--- src/rtl/ext_pkg.sv ---
// Shared types and helpers for the load/immediate extension unit.
package ext_pkg;

    typedef enum logic [2:0] {
        EXT_SB       = 3'd0,
        EXT_UB       = 3'd1,
        EXT_SH       = 3'd2,
        EXT_UH       = 3'd3,
        EXT_W        = 3'd4,
        EXT_SIMM     = 3'd5,
        EXT_SIMM_SL2 = 3'd6,
        EXT_LUI      = 3'd7
    } ext_mode_t;

    localparam int IMM_W = 16;

    // Bit position of little-endian lane `lane` when lanes are `lane_w` bits wide.
    function automatic int unsigned lane_lsb(input int unsigned lane, input int unsigned lane_w);
        return lane * lane_w;
    endfunction

endpackage

--- src/rtl/ext_skid_fifo.sv ---
// Two-entry in-order FIFO; ready depends only on the registered occupancy.
module ext_skid_fifo #(
    parameter int WIDTH = 33
) (
    input  logic             clk,
    input  logic             reset,
    input  logic             push_valid,
    output logic             push_ready,
    input  logic [WIDTH-1:0] push_data,
    output logic             pop_valid,
    input  logic             pop_ready,
    output logic [WIDTH-1:0] pop_data
);

    logic [WIDTH-1:0] r_mem [2];
    logic             r_wr_ptr;
    logic             r_rd_ptr;
    logic [1:0]       r_count;
    logic             w_push;
    logic             w_pop;

    assign push_ready = (r_count != 2'd2) && !reset;
    assign pop_valid  = (r_count != 2'd0);
    assign w_push     = push_valid && push_ready;
    assign w_pop      = pop_valid && pop_ready;

    // When empty, the slot behind the read pointer still holds the last delivered entry.
    assign pop_data = (r_count == 2'd0) ? r_mem[~r_rd_ptr] : r_mem[r_rd_ptr];

    always_ff @(posedge clk) begin
        if (reset) begin
            r_mem[0] <= '0;
            r_mem[1] <= '0;
            r_wr_ptr <= 1'b0;
            r_rd_ptr <= 1'b0;
            r_count  <= 2'd0;
        end else begin
            if (w_push) begin
                r_mem[r_wr_ptr] <= push_data;
                r_wr_ptr        <= ~r_wr_ptr;
            end
            if (w_pop) begin
                r_rd_ptr <= ~r_rd_ptr;
            end
            case ({w_push, w_pop})
                2'b10:   r_count <= r_count + 2'd1;
                2'b01:   r_count <= r_count - 2'd1;
                default: r_count <= r_count;
            endcase
        end
    end

endmodule

--- src/rtl/load_extend_buffer.sv ---
// Sign/zero extension of load lanes and immediates, buffered through a 2-entry FIFO.
module load_extend_buffer
    import ext_pkg::*;
#(
    parameter  int DATA_W   = 32,
    parameter  int ERRCNT_W = 8,
    localparam int OFF_W    = $clog2(DATA_W / 8)
) (
    input  logic                clk,
    input  logic                reset,
    input  logic                in_valid,
    output logic                in_ready,
    input  ext_mode_t           in_mode,
    input  logic [OFF_W-1:0]    in_offset,
    input  logic [DATA_W-1:0]   in_data,
    output logic                out_valid,
    input  logic                out_ready,
    output logic [DATA_W-1:0]   out_data,
    output logic                out_err,
    output logic [ERRCNT_W-1:0] err_count
);

    logic [7:0]          w_byte;
    logic [15:0]         w_half;
    logic [IMM_W-1:0]    w_imm;
    logic [DATA_W-1:0]   w_ext;
    logic                w_err;
    logic                w_push_ready;
    logic [DATA_W:0]     w_entry;
    logic [DATA_W:0]     w_head;
    logic [ERRCNT_W-1:0] r_err_count;

    assign w_byte = in_data[lane_lsb(int'(in_offset), 8) +: 8];
    assign w_half = in_data[lane_lsb(int'(in_offset[OFF_W-1:1]), 16) +: 16];
    assign w_imm  = in_data[IMM_W-1:0];

    always_comb begin
        w_ext = '0;
        w_err = 1'b0;
        case (in_mode)
            EXT_SB:       w_ext = DATA_W'($signed(w_byte));
            EXT_UB:       w_ext = DATA_W'(w_byte);
            EXT_SH: begin
                w_ext = DATA_W'($signed(w_half));
                w_err = in_offset[0];
            end
            EXT_UH: begin
                w_ext = DATA_W'(w_half);
                w_err = in_offset[0];
            end
            EXT_W: begin
                w_ext = DATA_W'($signed(in_data[31:0]));
                w_err = (in_offset != '0);
            end
            EXT_SIMM:     w_ext = DATA_W'($signed(w_imm));
            EXT_SIMM_SL2: w_ext = DATA_W'($signed(w_imm)) << 2;
            EXT_LUI:      w_ext = DATA_W'($signed({w_imm, 16'b0}));
            default: begin
                w_ext = '0;
                w_err = 1'b0;
            end
        endcase
    end

    // Misaligned requests still occupy a slot so results stay in request order.
    assign w_entry = w_err ? {1'b1, {DATA_W{1'b0}}} : {1'b0, w_ext};

    always_ff @(posedge clk) begin
        if (reset) begin
            r_err_count <= '0;
        end else if (in_valid && w_push_ready && w_err && (r_err_count != '1)) begin
            r_err_count <= r_err_count + ERRCNT_W'(1);
        end
    end

    ext_skid_fifo #(
        .WIDTH (DATA_W + 1)
    ) u_fifo (
        .clk        (clk),
        .reset      (reset),
        .push_valid (in_valid),
        .push_ready (w_push_ready),
        .push_data  (w_entry),
        .pop_valid  (out_valid),
        .pop_ready  (out_ready),
        .pop_data   (w_head)
    );

    assign in_ready  = w_push_ready;
    assign out_err   = w_head[DATA_W];
    assign out_data  = w_head[DATA_W-1:0];
    assign err_count = r_err_count;

endmodule

--- config.mk ---
export PLATFORM = sky130hd
export DESIGN_NAME = load_extend_buffer
export DESIGN_NICKNAME = d
export VERILOG_FILES = /design/src/rtl/ext_pkg.sv /design/src/rtl/ext_skid_fifo.sv /design/src/rtl/load_extend_buffer.sv
export SDC_FILE = /design/constraint.sdc
export NUM_CORES = 1
export LEC_CHECK = 0
export ABC_CLOCK_PERIOD_IN_PS = 5440
export CORE_ASPECT_RATIO = 1.2
export CORE_MARGIN = 5
export CORE_UTILIZATION = 45
export CTS_CLUSTER_DIAMETER = 150
export DETAILED_ROUTE_END_ITERATION = 7
export GPL_ROUTABILITY_DRIVEN = 0
export PLACE_DENSITY = 0.8
export SETUP_SLACK_MARGIN = 0.15
export SLEW_MARGIN = 20
export SYNTH_ARGS = -nofsm -noshare
export SYNTH_HDL_FRONTEND = slang
export SYNTH_SLANG_ARGS = --single-unit
--- constraint.sdc ---
create_clock -name clk -period 5.44 [get_ports clk]
set_input_delay 0.544 -clock clk [delete_from_list [all_inputs] [get_ports clk]]
set_output_delay 0.544 -clock clk [all_outputs]
set_load 0.05 [all_outputs]
==> results of run 1 <==
cells by family (layout without fill, tap and decap cells):
logic type,after synthesis,after routing,share of synthesized area [%]
AOI/OAI and AO/OA,96,96,15.3
muxes,55,55,14.0
DFF,79,79,49.5
adders and majority gates,2,2,0.552
buffers and inverters,44,115,5.24
and+or+nand+nor,128,128,14.6
xor gates and xnor gates,4,4,0.773
flip-flops by register name, indices dropped and copies added (netlist names), named ones only:
signal / cells
u_fifo.r_mem: 66
err_count: 8
u_fifo.r_count: 2
u_fifo.r_rd_ptr: 1
u_fifo.r_wr_ptr: 1
final timing paths:
kind,endpoint,slack (ns),cells after the start
setup / recovery,out_data[22],2.08,5
hold / removal,u_fifo.r_count[1],0.52,2
setup reg to reg,u_fifo.r_mem[0][21],2.82,5
hold reg to reg,u_fifo.r_count[1],0.52,2
layer usage:
metal  wire length (microns)  share of wire [%]  GRT usage (%)  vias to the layer above
li1                        -                  -              -                     1695
met1                    4390                 37           24.0                     1784
met2                    6030                 51           32.9                      198
met3                     948                8.1           4.83                       37
met4                     349                3.0           7.90                        0
met5                       0                  0              0                        -
through the flow:
stage | instance area [sq um] | util [%] | cells | hold WS, ns
3_5_place_dp | 5370 | 53.9 | 588 | 0.516
4_1_cts | 5650 | 56.7 | 604 | 0.528
3_3_place_gp | 5360 | 53.8 | 588 | 0.480
5_1_grt | 5680 | 57.0 | 605 | 0.567
6_report | 5680 | 57.0 | 605 | 0.516
2_1_floorplan | 4530 | - | 408 | 0.467
cells in the final DEF (no fill, tap or decap), drive strengths merged, types with 4 or more instances in the layout:
| master | synthesis | final |
|---|---|---|
| clkdlybuf4s50 | 0 | 83 |
| edfxtp | 66 | 66 |
| mux2 | 48 | 48 |
| nor2 | 41 | 41 |
| nand2 | 39 | 39 |
| a31oi | 30 | 30 |
| a21oi | 14 | 14 |
| dfxtp | 13 | 13 |
| inv | 12 | 13 |
| clkbuf | 12 | 13 |
| nor3 | 10 | 10 |
| a21o | 9 | 9 |
| a221oi | 8 | 8 |
| nor2b | 7 | 7 |
| o21ai | 6 | 6 |
| mux2i | 5 | 5 |
| and2 | 4 | 4 |
| and3 | 4 | 4 |
| o2bb2ai | 4 | 4 |
| or4 | 4 | 4 |
| buf | 20 | 4 |
| nand4 | 4 | 4 |
power groups by stage:
stage,combinational [uW],sequential [uW],clock (uW)
after floorplan,916,750,0
after global placement,1270,750,0
after detailed placement,1280,755,0
after CTS,1290,743,565
after global routing,1380,747,597
final,1320,743,565
tightest hold or removal path, stage by stage, from the launching register on:
cell	delay, ns
dfxtp_1	0.32
o21ai_0	0.08
a21oi_1	0.06
final cells by class:
class	count	area share [%]
Clock buffer	13	4.58
Clock inverter	3	0.331
Inverter	12	0.793
Multi-Input combinational cell	285	36.5
Sequential cell	79	39.5
Tap cell	126	2.78
Timing Repair Buffer	87	15.5
==> results.sh, run 1 <==
export IMPL_vdd_drop_max_uv=378
export IMPL_p_sw_share_pct=40.6
export IMPL_drive_above_1_share_pct=18.2
export IMPL_grtUsageTotal_pct=19.6
export IMPL_switching_power_uw=1070
export IMPL_crit_type="reg2out"
export IMPL_hold_viol=0
export IMPL_fin_crit_sh_pct=61.8
export IMPL_areaGrowthSynthToFinish_pct=25.2
export IMPL_grt_pass1_wl_microns=18800
export IMPL_arrival_ns=2.82
export IMPL_outcome="complete, no violations"
export IMPL_required_ns=4.90
export IMPL_p_per_area_nw_per_um2=463
export IMPL_cell_internal_pwr_uw=1560
export IMPL_ff_latch_area_sq_um=2240
export IMPL_numCtsBuffers=9
export IMPL_tritoncts="yes"
export IMPL_die_area_sq_um=12200
export IMPL_via_per_inst=6.14
export IMPL_dr_first_iter_drc_count=445
export IMPL_worst_pin_slew_ns=1.05
export IMPL_synth_top_area_cell="edfxtp_1"
export IMPL_worstPathCellList="or2_2, a21oi_4, buf_16, mux2_2, clkdlybuf4s50_1"
export IMPL_comb_power_share_pct=50.2
export IMPL_die_h_microns=120
export IMPL_slowest_stage="clkdlybuf4s50_1"
export IMPL_cts_reportedPaths_clkPinSlew_ns=0.06
export IMPL_timing_rr_start="u_fifo.r_count[0]"
export IMPL_grt_antenna_before_repair=0
export IMPL_syn_inst=408
export IMPL_multi_input_area_sq_um=2070
export IMPL_synth_common_cells="66 x edfxtp_1, 48 x mux2_2, 39 x nand2_1"
export IMPL_worst_path_dominant_cell_family="buffers and inverters"
export IMPL_synth_area_leaders="edfxtp_1 44%, mux2_2 12%, dfxtp_1 5.7%, a31oi_1 4.0%, nand2_1 3.2%"
export IMPL_start_kind="register"
export IMPL_cts_hold_buf=0
export IMPL_drc_errors=0
export IMPL_layout_nets=517
export IMPL_yosysSeqAreaShare_pct=49.5
export IMPL_clock_skew_ns=0.00484
export IMPL_synth_distinct_cells=59
export IMPL_cts_resized=0
export IMPL_finalWorstSetupSlack_ns=2.08
export IMPL_max_freq_mhz=298
export IMPL_finalSetupViolations=0
export IMPL_power_leakage_uw=0.00198
export IMPL_syn_avg_cell_area_sq_um=11.1
export IMPL_syn_area_sq_um=4530
export IMPL_start_util_pct=45.5
export IMPL_io_buffers=83
export IMPL_crit_path_max_incr_delay_ns=0.70
export IMPL_first_global_vias=3697
export IMPL_cts_htree_levels=3
export IMPL_drt_wirelength_per_cell_microns=19.4
export IMPL_drv_cap=0
export IMPL_fillers=820
export IMPL_clkPwrFrac_pct=21.5
export IMPL_diodes=0
export IMPL_core_area_sq_um=9960
export IMPL_grt_overflow=0
export IMPL_grt_start_max_net_pins=34
export IMPL_synth_seq_cells=79
export IMPL_synth_edf_count=66
export IMPL_fp_dieW_microns=102
export IMPL_maxSlewHeadroom_pct=30.0
export IMPL_cts_setup_buffers=0
export IMPL_routed_wl_microns=11700
export IMPL_cts_root_buf="clkbuf_16"
export IMPL_ios=84
export IMPL_final_antenna_net_count=0
export IMPL_crit_fanout=21
export IMPL_path_buf_inv=2
export IMPL_yosysWarnings=0
export IMPL_p_total_uw=2630
export IMPL_yosysMostFrequentCell="edfxtp_1"
export IMPL_hold_path_startpoint="u_fifo.r_count[1]"
export IMPL_yosys_most_used_dff="edfxtp_1"
export IMPL_ys_async_sr_fraction_pct=0
export IMPL_clock_sinks=79
export IMPL_drtPass1Iterations=6
export IMPL_seqPwrFrac_pct=28.3
export IMPL_dp_slack_ns=1.89
export IMPL_fin_setup_tns_ns=0
export IMPL_critPathCaptureType="output pin"
export IMPL_rsz0062_at_grt="no"
export IMPL_fin_crit_ns=3.36
export IMPL_clock_path_buffers=2
export IMPL_vias=3714
export IMPL_hp_class="reg2reg"
export IMPL_rows=40
export IMPL_crit_start="u_fifo.r_count[0]"
export IMPL_drv_slew=0
export IMPL_dp_hpwl_microns=8230
export IMPL_synth_top_area_share_pct=43.7
export IMPL_clk_insertion_delay_late_ns=0.33
export IMPL_postSynthNetCount=451
No activity file was read; power rests on OpenSTA's default activity.
==> run 2, diff against run 1 <==
--- a/config.mk
+++ b/config.mk
@@ -5,7 +5,7 @@
 export SDC_FILE = /design/constraint.sdc
 export NUM_CORES = 1
 export LEC_CHECK = 0
-export ABC_CLOCK_PERIOD_IN_PS = 5440
+export ABC_CLOCK_PERIOD_IN_PS = 3100
 export CORE_ASPECT_RATIO = 1.2
 export CORE_MARGIN = 5
 export CORE_UTILIZATION = 45
==> constraint.sdc (replaced) <==
create_clock -name clk -period 3.1 [get_ports clk]
set_input_delay 0.31 -clock clk [delete_from_list [all_inputs] [get_ports clk]]
set_output_delay 0.31 -clock clk [all_outputs]
set_load 0.05 [all_outputs]
==> run 2 against run 1 <==
  * Routed wire length grew 0.12%
  * Clock power is 75% higher
  * First-iteration DRC count is 15% lower
  * Critical path type unchanged
  * Worst hold slack improved by 0.0044 ns
  * Utilization increased by 0.55 points
  * Via count is 0.67% higher
  * Die area did not move
  * Register-to-register slack got worse by 1.9 ns
  * Total power rose by 76%
  * Count of clock-buffer cells in the layout is the same
  * Sequential cell count did not move
  * Worst setup slack got worse by 1.8 ns
==> results.sh, run 2 (same netlist as run 1, synthesis figures left out) <==
export IMPL_outcome="complete, no violations"
export IMPL_cts_setup_buffers=3
export IMPL_drtPass1Iterations=7
export IMPL_ios=84
export IMPL_start_kind="register"
export IMPL_areaGrowthSynthToFinish_pct=26.4
export IMPL_fin_crit_ns=2.78
export IMPL_vdd_drop_max_uv=710
export IMPL_dp_hpwl_microns=8340
export IMPL_maxUsedRoutingLayer="met4"
export IMPL_io_buffers=83
export IMPL_power_leakage_uw=0.00209
export IMPL_critPathCaptureType="output pin"
export IMPL_crit_type="reg2out"
export IMPL_diodes=0
export IMPL_drv_cap=0
export IMPL_cts_resized=0
export IMPL_crit_path_max_incr_delay_ns=0.80
export IMPL_postLayoutCoreUtil_pct=57.6
export IMPL_fin_setup_tns_ns=0
export IMPL_path_buf_inv=2
export IMPL_cts_root_buf="clkbuf_16"
export IMPL_final_cells=619
export IMPL_vias=3739
export IMPL_core_area_sq_um=9960
export IMPL_fp_dieW_microns=102
export IMPL_dr_first_iter_drc_count=378
export IMPL_rows=40
export IMPL_clkPwrFrac_pct=21.3
export IMPL_p_sw_share_pct=41.0
export IMPL_finalSetupViolations=0
export IMPL_crit_fanout=12
export IMPL_rsz0062_at_grt="no"
export IMPL_wl_met1_microns=4380
export IMPL_final_antenna_net_count=0
export IMPL_grt_pass1_wl_microns=18400
export IMPL_die_area_sq_um=12200
export IMPL_clk_insertion_delay_late_ns=0.34
export IMPL_seqPwrFrac_pct=28.1
export IMPL_switching_power_uw=1900
export IMPL_layout_nets=531
export IMPL_wl_met3_microns=935
export IMPL_hold_viol=0
export IMPL_drive_above_1_share_pct=25.2
export IMPL_drc_errors=0
export IMPL_largest_register="u_fifo.r_mem"
export IMPL_grt_start_max_net_pins=34
export IMPL_hp_class="reg2reg"
export IMPL_grtUsageTotal_pct=19.2
export IMPL_layout_commonest_cell="edfxtp_1"
export IMPL_maxSlewHeadroom_pct=58.4
export IMPL_fin_crit_sh_pct=89.8
export IMPL_drv_slew=0
export IMPL_routed_wl_microns=11700
export IMPL_place_inst=600
export IMPL_worst_pin_slew_ns=0.621
export IMPL_worst_path_dominant_cell_family="buffers and inverters"
export IMPL_cts_htree_levels=3
export IMPL_numCtsBuffers=9
export IMPL_slowest_stage="clkdlybuf4s50_1"
export IMPL_final_cell_mix="66 x edfxtp_1, 60 x clkdlybuf4s50_1, 48 x mux2_2, 39 x nand2_1, 38 x buf_4"
export IMPL_worstPathCellList="or2_2, nor2_1, a21oi_4, buf_12, mux2_2, clkdlybuf4s50_1"
export IMPL_fillers=827
export IMPL_cts_reportedPaths_clkPinSlew_ns=0.05
export IMPL_comb_power_share_pct=50.6
export IMPL_die_h_microns=120
export IMPL_clock_skew_ns=0.00594
export IMPL_clock_path_buffers=2
export IMPL_p_per_area_nw_per_um2=808
export IMPL_drt_wirelength_per_cell_microns=19.0
export IMPL_cell_internal_pwr_uw=2740
export IMPL_first_global_vias=3605
export IMPL_clock_sinks=79
export IMPL_route_met2_wl_microns=6050
export IMPL_cts_hold_buf=0
export IMPL_largest_reg_flops=66
export IMPL_tritoncts="yes"
export IMPL_via_per_inst=6.04
export IMPL_finalWorstSetupSlack_ns=0.317
export IMPL_dp_slack_ns=0.485
export IMPL_grt_overflow=0
export IMPL_arrival_ns=2.47
export IMPL_grt_antenna_before_repair=0
export IMPL_max_freq_mhz=359
export IMPL_start_util_pct=45.5
export IMPL_required_ns=2.79
[run 2: cell types whose count changed in the layout (fill, tap and decap cells not counted), sizes merged]
cell	previous run	this run
buf	4	41
clkdlybuf4s50	83	60
[run 2: routing by layer]
layer	up-vias	GRT usage (%)
met4	0	7.90
met1	1789	23.1
met5	-	0
li1	1717	-
met2	199	33.2
met3	34	3.84
[run 2: final cells by class]
type | count | area, sq um | share of cell area, %
Clock buffer | 13 | 260 | 4.54
Clock inverter | 3 | 16.3 | 0.284
Inverter | 12 | 45.0 | 0.786
Multi-Input combinational cell | 285 | 2060 | 36.0
Sequential cell | 79 | 2240 | 39.1
Tap cell | 126 | 158 | 2.75
Timing Repair Buffer | 101 | 946 | 16.5
[run 2: tightest hold or removal path, stage by stage (launching register included)]
cell	delay, ns
dfxtp_1	0.32
o21ai_0	0.08
a21oi_1	0.06
[run 2: power groups by stage]
| stage | Combinational, uW | Sequential (uW) | Clock, uW |
|---|---|---|---|
| global route | 2450 | 1310 | 1040 |
| floorplan | 1610 | 1320 | 0 |
| finish | 2350 | 1300 | 986 |
| global placement | 2250 | 1320 | 0 |
| detailed placement | 2260 | 1320 | 0 |
| CTS | 2370 | 1300 | 989 |
[run 2: path summary, 6_finish.rpt]
| kind | from | end | slack, ns | cells past startpoint |
|---|---|---|---|---|
| worst min register to register | u_fifo.r_count[1] | u_fifo.r_count[1] | 0.52 | 2 |
| worst max-delay path | u_fifo.r_count[0] | out_data[31] | 0.32 | 6 |
| worst max register to register | u_fifo.r_count[0] | u_fifo.r_mem[1][28] | 0.89 | 5 |
| worst min-delay path | u_fifo.r_count[1] | u_fifo.r_count[1] | 0.52 | 2 |
[run 2: stage by stage]
stage	total power (uW)	cell area, sq um	hold WS (ns)
finish	4630	5730	0.521
detailed placement	3590	5420	0.513
global placement	3560	5420	0.478
global route	4800	5730	0.561
CTS	4660	5730	0.521
floorplan	2920	4530	0.467
